**src/rtl/led_pkg.sv**
```systemverilog
// led_pkg: shared types and defaults for the LED register bank.
//   led_mode_e        - register write mode (LOAD / SHIFT / SET / CLR)
//   LED_DIV_W_DEFAULT - default blink prescaler width
package led_pkg;

  typedef enum logic [1:0] {
    LED_LOAD  = 2'b00,
    LED_SHIFT = 2'b01,
    LED_SET   = 2'b10,
    LED_CLR   = 2'b11
  } led_mode_e;

  localparam int LED_DIV_W_DEFAULT = 16;

endpackage

```
**src/rtl/Led_Res_0603.sv**
```systemverilog
// Led_Res_0603: behavioural stand-in for one 0603 LED with series resistor.
//   drv_i - drive from the register bank
//   pad_o - level seen at the LED node (follows drv_i)
module Led_Res_0603 (
  input  logic drv_i,
  output logic pad_o
);

  assign pad_o = drv_i;

endmodule

```
**src/rtl/led_blink_prescaler.sv**
```systemverilog
// led_blink_prescaler: free-running blink phase generator.
//   clk_i   - clock
//   rst_ni  - async active-low reset (count=0, phase=1)
//   div_i   - half-period minus one, in clk_i cycles
//   phase_o - blink phase; 1 = blinking LEDs lit
module led_blink_prescaler #(
  parameter int DIV_W = 16
) (
  input  logic             clk_i,
  input  logic             rst_ni,
  input  logic [DIV_W-1:0] div_i,
  output logic             phase_o
);

  logic [DIV_W-1:0] cnt_q, cnt_d;
  logic             phase_q, phase_d;

  // >= rather than == so lowering div_i below the live count wraps on the
  // next edge instead of running the counter round the full range.
  always_comb begin
    cnt_d   = cnt_q + DIV_W'(1);
    phase_d = phase_q;
    if (cnt_q >= div_i) begin
      cnt_d   = '0;
      phase_d = ~phase_q;
    end
  end

  always_ff @(posedge clk_i or negedge rst_ni) begin
    if (!rst_ni) begin
      cnt_q   <= '0;
      phase_q <= 1'b1;
    end else begin
      cnt_q   <= cnt_d;
      phase_q <= phase_d;
    end
  end

  assign phase_o = phase_q;

endmodule

```
**src/rtl/led_reg_bank.sv**
```systemverilog
// led_reg_bank: WIDTH-bit register bank with load/shift/set/clear writes,
// per-bit blink masking and one LED cell per bit.
//   clk_i, rst_ni - clock, async active-low reset
//   en_i          - write enable (0 = hold)
//   mode_i        - write mode (led_mode_e)
//   d_i           - load data or set/clear mask
//   ser_i         - serial input for SHIFT
//   blink_mask_i  - 1 = bit blinks when set
//   div_i         - blink half-period minus one
//   q_o           - register contents
//   ser_o         - q_o[WIDTH-1], for cascading
//   led_o         - LED drive value
module led_reg_bank
  import led_pkg::*;
#(
  parameter int               WIDTH     = 8,
  parameter int               DIV_W     = LED_DIV_W_DEFAULT,
  parameter logic [WIDTH-1:0] RESET_VAL = '0
) (
  input  logic             clk_i,
  input  logic             rst_ni,
  input  logic             en_i,
  input  led_mode_e        mode_i,
  input  logic [WIDTH-1:0] d_i,
  input  logic             ser_i,
  input  logic [WIDTH-1:0] blink_mask_i,
  input  logic [DIV_W-1:0] div_i,
  output logic [WIDTH-1:0] q_o,
  output logic             ser_o,
  output logic [WIDTH-1:0] led_o
);

  logic [WIDTH-1:0] q_q, q_d;
  logic [WIDTH-1:0] shift_val;
  logic [WIDTH-1:0] led_drv;
  logic             phase;

  // A one-bit bank has nothing to shift along; the serial bit replaces it.
  if (WIDTH == 1) begin : g_shift1
    assign shift_val = ser_i;
  end else begin : g_shiftn
    assign shift_val = {q_q[WIDTH-2:0], ser_i};
  end

  always_comb begin
    q_d = q_q;
    if (en_i) begin
      unique case (mode_i)
        LED_LOAD:  q_d = d_i;
        LED_SHIFT: q_d = shift_val;
        LED_SET:   q_d = q_q | d_i;
        LED_CLR:   q_d = q_q & ~d_i;
        default:   q_d = q_q;
      endcase
    end
  end

  always_ff @(posedge clk_i or negedge rst_ni) begin
    if (!rst_ni) q_q <= RESET_VAL;
    else         q_q <= q_d;
  end

  led_blink_prescaler #(.DIV_W(DIV_W)) u_presc (
    .clk_i   (clk_i),
    .rst_ni  (rst_ni),
    .div_i   (div_i),
    .phase_o (phase)
  );

  // Mask is live (not registered) so a change shows up in the same cycle.
  assign led_drv = q_q & (~blink_mask_i | {WIDTH{phase}});

  for (genvar i = 0; i < WIDTH; i++) begin : g_led
    Led_Res_0603 u_led (
      .drv_i (led_drv[i]),
      .pad_o (led_o[i])
    );
  end

  assign q_o   = q_q;
  assign ser_o = q_q[WIDTH-1];

endmodule

```
**config.mk**
```make
export PLATFORM = sky130hd
export DESIGN_NAME = led_reg_bank
export DESIGN_NICKNAME = d
export VERILOG_FILES = /design/src/rtl/led_pkg.sv /design/src/rtl/Led_Res_0603.sv /design/src/rtl/led_blink_prescaler.sv /design/src/rtl/led_reg_bank.sv
export SDC_FILE = /design/constraint.sdc
export NUM_CORES = 1
export LEC_CHECK = 0
export ABC_AREA = 0
export CORE_MARGIN = 2
export CORE_UTILIZATION = 40
export DETAILED_ROUTE_END_ITERATION = 8
export PLACE_DENSITY = 0.71
export SYNTH_ARGS = -nofsm -noshare
export SYNTH_HDL_FRONTEND = slang
export SYNTH_SLANG_ARGS = --single-unit
```
**constraint.sdc**
```tcl
create_clock -name clk_i -period 3.2 [get_ports clk_i]
set_clock_uncertainty 0.2 [all_clocks]
set_input_delay 0.64 -clock clk_i [delete_from_list [all_inputs] [get_ports clk_i]]
set_output_delay 0.64 -clock clk_i [all_outputs]
set_load 0.005 [all_outputs]
```
### After elaboration in Yosys (flattened, before gate mapping)

Cells that the tools add are included.

| operators by class | value |
|---|---|
| reduce and logical (&&, ||, !) cells | 1 |
| eq/ne operators | 3 |
| order comparisons | 1 |
| add/sub/neg operators | 1 |
| mux-type cells | 2 |
| bitwise operators | 7 |

Operators with widths:

| kind | count |
|---|---|
| 8-bit one-hot mux with 4 select lines | 1 |
| 16-bit by 1-bit adder with 16-bit output (second input constant) | 1 |
| 8-bit bitwise AND | 2 |
| 16-bit >= comparator | 1 |
| 16-bit two-way mux | 1 |
| 8-bit NOT | 2 |
| 8-bit bitwise OR | 2 |
| 2-bit equality test (second input constant) | 2 |
| 2-bit by 1-bit equality test with 1-bit output (second input constant) | 1 |
| 2-bit logical NOT | 1 |
| 1-bit NOT | 1 |

| word-level totals | value |
|---|---|
| register bits | 25 |
| input bits | 38 |
| output and inout bits | 17 |
| logic and storage cells | 18 |

### Longest topological paths before layout

Gate-level depths: netlist of run 1.

| logic depth | value |
|---|---|
| depth in word-level cells | 3 |
| depth in mapped cells | 9 |
| gate-level depth less buffers | 7 |

### Modules after synthesis

Synthesis of run 1 repeated with hierarchy kept, for this count alone.

| unflattened totals | value |
|---|---|
| cells, all modules | 183 |
| area total of the unflattened synthesis | 1707.9 um^2 |

By module, submodules not included:

| module | cells each | seq. area each (um^2) | area each (um^2) | times used |
|---|---|---|---|---|
| led_blink_prescaler | 129 | 426.7 | 1163.6 | 1 |
| led_reg_bank | 46 | 200.2 | 484.2 | 1 |
| Led_Res_0603 | 1 | 0.0 | 7.5 | 8 |

### Worst setup path after synthesis of run 1

Ideal clock, no wire load.

| timing path | value |
|---|---|
| path type | in2reg |
| start | input port div_i[6] |
| end | register u_presc.cnt_q[9] |
| required time | 2928 ps |
| path slack | 727 ps |
| library setup time | 72 ps |
| stages | 9 |
| arrival | 2202 ps |
| buffers on the path | 2 |
| cells stage by stage | inv_1 ha_1 a21o_1 a21oi_1 a211oi_1 or4_1 buf_6 buf_8 nor2_1 |

| between the ends | value |
|---|---|
| word-level cells in the longest chain between the ends | 2 |

Ends and longest elaborated chain:

| element | RTL line | text |
|---|---|---|
| start: declaration | led_reg_bank.sv:27 | `input logic [DIV_W-1:0] div_i,` |
| 16-bit >= comparator | led_blink_prescaler.sv:23 | `if (cnt_q >= div_i) begin` |
| 16-bit two-way mux | led_blink_prescaler.sv:23 |  |
| named net u_presc.cnt_d[9] | led_blink_prescaler.sv:15 | `logic [DIV_W-1:0] cnt_q, cnt_d;` |
| end signal: assignment | led_blink_prescaler.sv:34 | `cnt_q <= cnt_d;` |
| end: declaration | led_blink_prescaler.sv:15 |  |

The timed path passes the listed nets, and every way through them passes these cells.
A chain may end at the register's enable or synchronous reset.

### Worst setup path in the final report of run 1

| timing path | value |
|---|---|
| start | input port div_i[6] |
| end | register u_presc.phase_q, in the netlist u_presc.phase_o |

| between the ends | value |
|---|---|
| word-level cells in the longest chain between the ends | 1 |

Ends and longest elaborated chain:

| element | RTL line | text |
|---|---|---|
| 16-bit >= comparator | led_blink_prescaler.sv:23 |  |
| end signal: assignment | led_blink_prescaler.sv:35 | `phase_q <= phase_d;` |
| end: declaration | led_blink_prescaler.sv:16 | `logic phase_q, phase_d;` |

Every way passes these cells.

==> results of run 1 <==
==> cell usage after synthesis (2+ instances only) <==
cell,n,area share [%]
nor3_1,2,0.58
o21ai_0,19,5.5
nand3_1,8,2.3
xnor2_1,7,3.6
a21boi_0,8,3.5
inv_1,30,6.6
a22o_1,8,4.1
nor2_1,20,4.4
xor2_1,8,4.1
nand4_1,6,2.2
ha_1,17,12
clkbuf_1,2,0.44
buf_4,9,3.9
dfrtp_1,24,35
a21o_1,2,0.87
and3_1,3,1.1
a21oi_1,5,1.5
nand2_1,13,2.8
==> worst max-delay path by stage <==
stage,slack [ps],depth (start not counted),from,endpoint
after floorplan,730,9,div_i[6],u_presc.cnt_q[9]$_DFF_PN0_
after global placement,200,9,div_i[6],u_presc.phase_o$_DFFE_PN1P_
after detailed placement,160,9,div_i[6],u_presc.phase_o$_DFFE_PN1P_
after CTS,440,9,div_i[6],u_presc.phase_o$_DFFE_PN1P_
after global routing,330,9,div_i[6],u_presc.phase_o$_DFFE_PN1P_
final,430,9,div_i[6],u_presc.phase_o$_DFFE_PN1P_
==> layer usage <==
layer	routed length [µm]	share of wire [%]	GRT usage, %	up-vias
met1	1784	50	20.84	650
met4	65	1.8	5.882	0
met3	235	6.6	2.762	5
li1	-	-	-	753
met2	1450	41	25.96	51
met5	0	0	0	-
==> cell families after synthesis <==
kind of cell	Yosys count	synth area share, %
AO/OA/AOI/OAI	44	16.40
XOR/XNOR	15	7.653
adder cells (fa/ha/maj)	17	12.39
buffers and inverters	43	12.46
flip-flops	25	36.52
AND/OR/NAND/NOR	55	14.58
==> state kept, by name (all words and copies together) (netlist names) <==
register and count:
q_o 8, u_presc.phase_o 1, u_presc.cnt_q 16
==> final cells by class <==
cell class	instances	share of cell area, %
clock buffers	4	1.966
inverters	30	4.915
multi-input cells	131	38.23
flip-flops and latches	25	27.36
well taps	50	2.731
repair buffers	56	24.80
==> report_power, final <==
| part | internal (µW) | switching, µW | total [µW] | leakage [µW] |
|---|---|---|---|---|
| combinational | 168 | 112 | 280 | 0.000745 |
| clock | 89.2 | 94.7 | 184 | 0.0000228 |
| sequential | 368 | 71.8 | 440 | 0.000324 |
| total | 625 | 279 | 904 | 0.00109 |
==> layout by cell type (no fill, tap or decap), types with 2 or more instances in the layout <==
| master | count |
|---|---|
| a21o_1 | 2 |
| inv_1 | 30 |
| nand2_1 | 13 |
| a22o_1 | 8 |
| clkdlybuf4s50_1 | 54 |
| a21boi_0 | 8 |
| a21oi_1 | 5 |
| nor2_1 | 20 |
| o21ai_0 | 19 |
| clkbuf_8 | 3 |
| nand3_1 | 8 |
| nand4_1 | 6 |
| and3_1 | 3 |
| dfrtp_1 | 24 |
| xnor2_1 | 7 |
| xor2_1 | 8 |
| nor3_1 | 2 |
| ha_1 | 17 |
==> metrics by stage <==
| stage | worst slack, ps | total power [µW] |
|---|---|---|
| 4_1_cts | 443.4 | 915.3 |
| 5_1_grt | 331.3 | 967.5 |
| 2_1_floorplan | 726.8 | 588.9 |
| 6_report | 426.0 | 903.7 |
| 3_3_place_gp | 197.5 | 714.1 |
| 3_5_place_dp | 161.8 | 725.3 |
==> out/metrics.yaml, run 1 <==
sta:
  timing.final.max_slew_violations: 0
  relSlewSlack_pct: 63.62
  holdWs_ps: 310.6
  period_minus_slack_ps: 2774
  setup_repair_after_global_routing_missed_its_margin: "false"
  timing_worst_slew_pin_value_ps: 544.6
  report.final.setup_viol: 0
  timing.setup.tns_ps: 0
  period_share_pct: 86.69
  timing.fmax_mhz: 360.5
  hold_viol_final: 0
finish:
  layout.nets: 302
  final-seq-area_um2: 626.9
  area_growth_syn_to_layout_pct: 33.46
  stdcell_area_um2: 2291
  share_of_cells_above_drive_strength_1_pct: 2.439
  multi_input_area_um2: 875.8
  postLayoutCoreUtil_pct: 56.46
  filler_cell_count: 392
  antenna_cells_inserted: 0
  post_layout_nonfiller_instances: 296
synth:
  synthCells: 199
  netlist_area_um2: 1717
  synth.lib_cells_used.distinct: 26
  async_s_r_ff_share_synth_pct: 100.0
  synth_flop_cell: "dfrtp_1"
  synth_fp_nets: 254
  synth_area_per_cell_um2: 8.626
  number_of_enable_flip_flop_cells_after_synthesis: 0
  synth.yosys.seq_area_share_pct: 36.52
  postSynthRegisterBits: 25
  yosys_warnings: 0
route:
  drt_drc_violations_left: 0
  detail_route.first_pass.iterations: 4
  route.detailed.vias_per_inst: 4.929
  drt-total-wl_um: 3536
  drt_first_iter_violations: 32
  routed-via-count: 1459
  drt.antenna.violating_nets: 0
  avgRoutedWirePerCell_um: 11.95
die:
  dieArea_um2: 4832
  design.portCount: 55
  die_extent_in_x_um: 69.51
  placementRows: 23
  design.core.area_um2: 4058
  starting_density_of_the_core_pct: 42.31
  fp.dieH_um: 69.51
min_path:
  hold_depth: 1
  worstHoldStart: "u_presc.cnt_q[0]$_DFF_PN0_"
  worst_hold_path.endpoint: "u_presc.cnt_q[0]$_DFF_PN0_"
  worst_hold_path_type: "flop to flop"
worst_setup_path:
  worstSetupEndpointType: "flop"
  timing.critical_path.from_type: "input pin"
  r2r_start: "u_presc.cnt_q[6]$_DFF_PN0_"
  path_delay_family: "buffers and inverters"
  worst_ep_arrival_time_ps: 2770
  reg2reg_to: "u_presc.phase_o$_DFFE_PN1P_"
  timing.critical_path.slowest_stage_cell: "or4_1"
  worstSetupPathType: "input pin to flop"
  crit_chain: "clkdlybuf4s50_1, inv_1, ha_1, a21o_1, a21oi_1, a211oi_1, or4_1, buf_12, xnor2_1"
  timing.critical_path.slowest_cell_delay_ps: 560
  critical_path.n_buffers_inverters: 3
  timing.reg2reg.setup_slack_ps: 840
  timing.critical_path.fanout_max: 17
  reg2regPathDepth: 7
  cp.required_ps: 3200
placed_design:
  dp.cells: 292
  detailed_place.area_um2: 2246
  placement.io_buffers: 54
  gpl.final_weighted_congestion: 0.7364
  detailedPlacementHpwl_um: 2737
pwr:
  power.density_cell_area_nw_per_um2: 394.5
  max-vdd-ir-drop_mv: 0.1625
  leakage_uw: 0.001092
run_status:
  status: "finished, final reports clean"
job:
  drv.max_cap_violation_count: 0
clocking:
  clock_sink_count: 25
  cts-buffers-inserted: 3
  clk_latency_ps: 270
  cts_root_buf: "clkbuf_8"
  cts-hold-fix-buffers: 0
  cts_setup_buffers: 0
  cts_resized: 0
  cts_tree: "done"
  ctsHtreeMaxLevel: 1
  clkTransAtPathRegs_ps: 80
  max-clock-path-buffers: 2
global_route:
  grt_start_max_net_pins: 26
  grt_util_all_layers_pct: 15.82
  grt_first_pass_wirelength_um: 6341
  grt_antenna_before_repair: 0
  overflow: 0
  first_global_vias: 1495
Note: power is estimated with default switching activity, not from simulation.
==> run 2: changes to the inputs <==
CAP_MARGIN = 25   (was not set)
==> results of run 2 <==
No change in the layout: final DEF, timing and power equal those of run 1.
==> run 3: changes to the inputs <==
CORE_MARGIN = not set   (was 2)
GPL_TIMING_DRIVEN = 1   (was not set)
PLACE_DENSITY = 0.74   (was 0.71)
clock period = 2.3 ns   (was 3.2 ns; I/O delays follow)
==> out/metrics.yaml, run 3 (synthesized netlist as in run 1, its figures left out) <==
run_status:
  status: "finished with violations"
  failed_checks: "negative setup slack"
min_path:
  worstHoldStart: "u_presc.cnt_q[0]$_DFF_PN0_"
  worst_hold_path_type: "flop to flop"
  hold_depth: 1  # unchanged
  worst_hold_path.endpoint: "u_presc.cnt_q[0]$_DFF_PN0_"
worst_setup_path:
  timing.critical_path.slowest_cell_delay_ps: 530  # -30 ps
  r2r_start: "u_presc.cnt_q[6]$_DFF_PN0_"
  timing.critical_path.from_type: "flop"
  timing.reg2reg.setup_slack_ps: 150  # -690 ps
  cp.required_ps: 1640  # -1560 ps
  reg2reg_to: "u_presc.phase_o$_DFFE_PN1P_"
  reg2regPathDepth: 7  # unchanged
  worst_ep_arrival_time_ps: 1690  # -1080 ps
  worstSetupEndpointType: "output pin"
  timing.critical_path.fanout_max: 9  # -8
  timing.critical_path.slowest_stage_cell: "dfstp_2"
  worstSetupPathType: "flop to output pin"
  crit_chain: "inv_1, a21boi_0, clkdlybuf4s50_1"
global_route:
  first_global_vias: 1373  # -8.2%
  grt_util_all_layers_pct: 17.16  # +1.3 points
  grt_first_pass_wirelength_um: 5940  # -6.3%
  overflow: 0  # unchanged
  grt_antenna_before_repair: 0  # unchanged
  grt_start_max_net_pins: 26  # unchanged
pwr:
  design_power_total_uw: 1351  # +49%
  power.density_cell_area_nw_per_um2: 541.4  # +37%
  max-vdd-ir-drop_mv: 0.2392  # +47%
  leakage_uw: 0.001152  # +5.5%
clocking:
  cts_tree: "done"
  cts-buffers-inserted: 3  # unchanged
  clock_sink_count: 25  # unchanged
  cts_root_buf: "clkbuf_8"
  clkTransAtPathRegs_ps: 90  # about the same
  ctsHtreeMaxLevel: 1  # unchanged
  max-clock-path-buffers: 2  # unchanged
  clk_latency_ps: 270  # about the same
sta:
  final.setup.worst_slack_ps: -50.24  # -476.2 ps
  relSlewSlack_pct: 63.93  # +0.32 points
  setup_repair_after_global_routing_missed_its_margin: "true"
  timing.setup.tns_ps: -198.5  # -198.5 ps
  timing.final.max_slew_violations: 0  # unchanged
  period_minus_slack_ps: 2350
  hold_viol_final: 0  # unchanged
  period_share_pct: 102.2
  report.final.setup_viol: 6  # +6
  timing_worst_slew_pin_value_ps: 536.9  # -7.739 ps
  timing.fmax_mhz: 425.5
finish:
  mostFrequentLayoutCell: "clkdlybuf4s50_1"
  multi_input_area_um2: 1021  # +17%
  most-common-layout-cells: "clkdlybuf4s50_1 (42), dfrtp_1 (24), inv_1 (22), nor2_1 (19), o21ai_0 (16)"
  filler_cell_count: 363  # -7.4%
  area_growth_syn_to_layout_pct: 45.34
  antenna_cells_inserted: 0  # unchanged
  top_register_by_number_of_flip_flops: "u_presc.cnt_q"
  stdcell_area_um2: 2495  # +8.9%
  layout.nets: 312  # +3.3%
  final-seq-area_um2: 626.9  # unchanged
  flip_flop_count_of_the_largest_register_all_copies_and_words_added: 16  # unchanged
  postLayoutCoreUtil_pct: 61.49  # +5.0 points
  share_of_cells_above_drive_strength_1_pct: 15.63  # +13 points
route:
  detail_route.first_pass.iterations: 4  # unchanged
  avgRoutedWirePerCell_um: 12.00  # +0.48%
  routed-via-count: 1518  # +4.0%
  drt.antenna.violating_nets: 0  # unchanged
  drt_drc_violations_left: 0  # unchanged
  drt-total-wl_um: 3673  # +3.9%
  drt_first_iter_violations: 25  # -22%
  route.detailed.vias_per_inst: 4.961  # +0.64%
die:
  fp.dieH_um: 67.51  # -2.9%
  design.core.area_um2: 4058  # unchanged
  placementRows: 23  # unchanged
  design.portCount: 55  # unchanged
  die_extent_in_x_um: 67.51  # -2.9%
  starting_density_of_the_core_pct: 42.31  # unchanged
  dieArea_um2: 4558  # -5.7%
placed_design:
  detailedPlacementHpwl_um: 2664  # -2.7%
  detailed_place.area_um2: 2293  # +2.1%
  placement.io_buffers: 54  # unchanged
  gpl.final_weighted_congestion: 0.7261  # -1.4%
job:
  drv.max_cap_violation_count: 0  # unchanged
[run 3: cell count changes in the layout (fill, tap and decap cells not counted), sizes merged]
| cell | previous run | this run |
|---|---|---|
| buf | 2 | 12 |
| clkdlybuf4s50 | 54 | 42 |
| dlygate4sd2 | 0 | 12 |
[run 3: critical path: cells and delay by family, from the launching register on]
kind	cells	cell delay, ps
AO/OA/AOI/OAI	1	220
flip-flops	1	530
buffers and inverters	2	680
[run 3: final cells by class]
cell class,count,share of cell area [%]
inverter,30,4.514
multi-input combinational,131,40.92
sequential,25,25.13
timing repair buffer,66,25.13
clock buffer,4,1.805
tap,50,2.508
[run 3: worst max-delay path by stage]
stage	start	to	slack, ps
6_report	u_presc.phase_o$_DFFE_PN1P_	led_o[5]	-50
5_1_grt	u_presc.phase_o$_DFFE_PN1P_	led_o[0]	-120
4_1_cts	u_presc.phase_o$_DFFE_PN1P_	led_o[6]	-60
3_5_place_dp	div_i[6]	u_presc.phase_o$_DFFE_PN1P_	-500
3_3_place_gp	div_i[6]	u_presc.phase_o$_DFFE_PN1P_	-480
2_1_floorplan	div_i[6]	u_presc.cnt_q[9]$_DFF_PN0_	7
[run 3: stage by stage]
| step | setup WS, ps | hold slack, ps | instances |
|---|---|---|---|
| floorplan | 6.755 | -35.59 | 199 |
| CTS | -60.50 | 316.2 | 306 |
| global route | -124.4 | 344.7 | 306 |
| detailed placement | -503.0 | 304.5 | 300 |
| global placement | -478.0 | 305.5 | 300 |
| finish | -50.24 | 315.8 | 306 |
[run 3: power breakdown]
part	leakage [µW]	switching (µW)	internal [µW]
combinational	0.000805	197	286
clock	0.0000228	136	124
sequential	0.000324	96.3	512
total	0.00115	429	921
[run 3: what timing repair did]
item | 4_1_cts | 5_1_grt
gates resized for setup | 44 | 1
gates cloned | 1 | 0
endpoints found under the hold margin | 0 | 0
endpoints found under the setup margin | 25 | 25
hold buffers | 0 | 0
setup buffers | 1 | 0
pin swaps | 19 | 2
[run 3: per-layer routing]
metal,track usage (%),up-vias,wire length (µm),part of all wire (%)
li1,-,782,-,-
met1,22.91,691,1774,48
met2,29.58,43,1702,46
met3,1.858,2,176,4.8
met4,3.723,0,19,0.52
met5,0,-,0,0
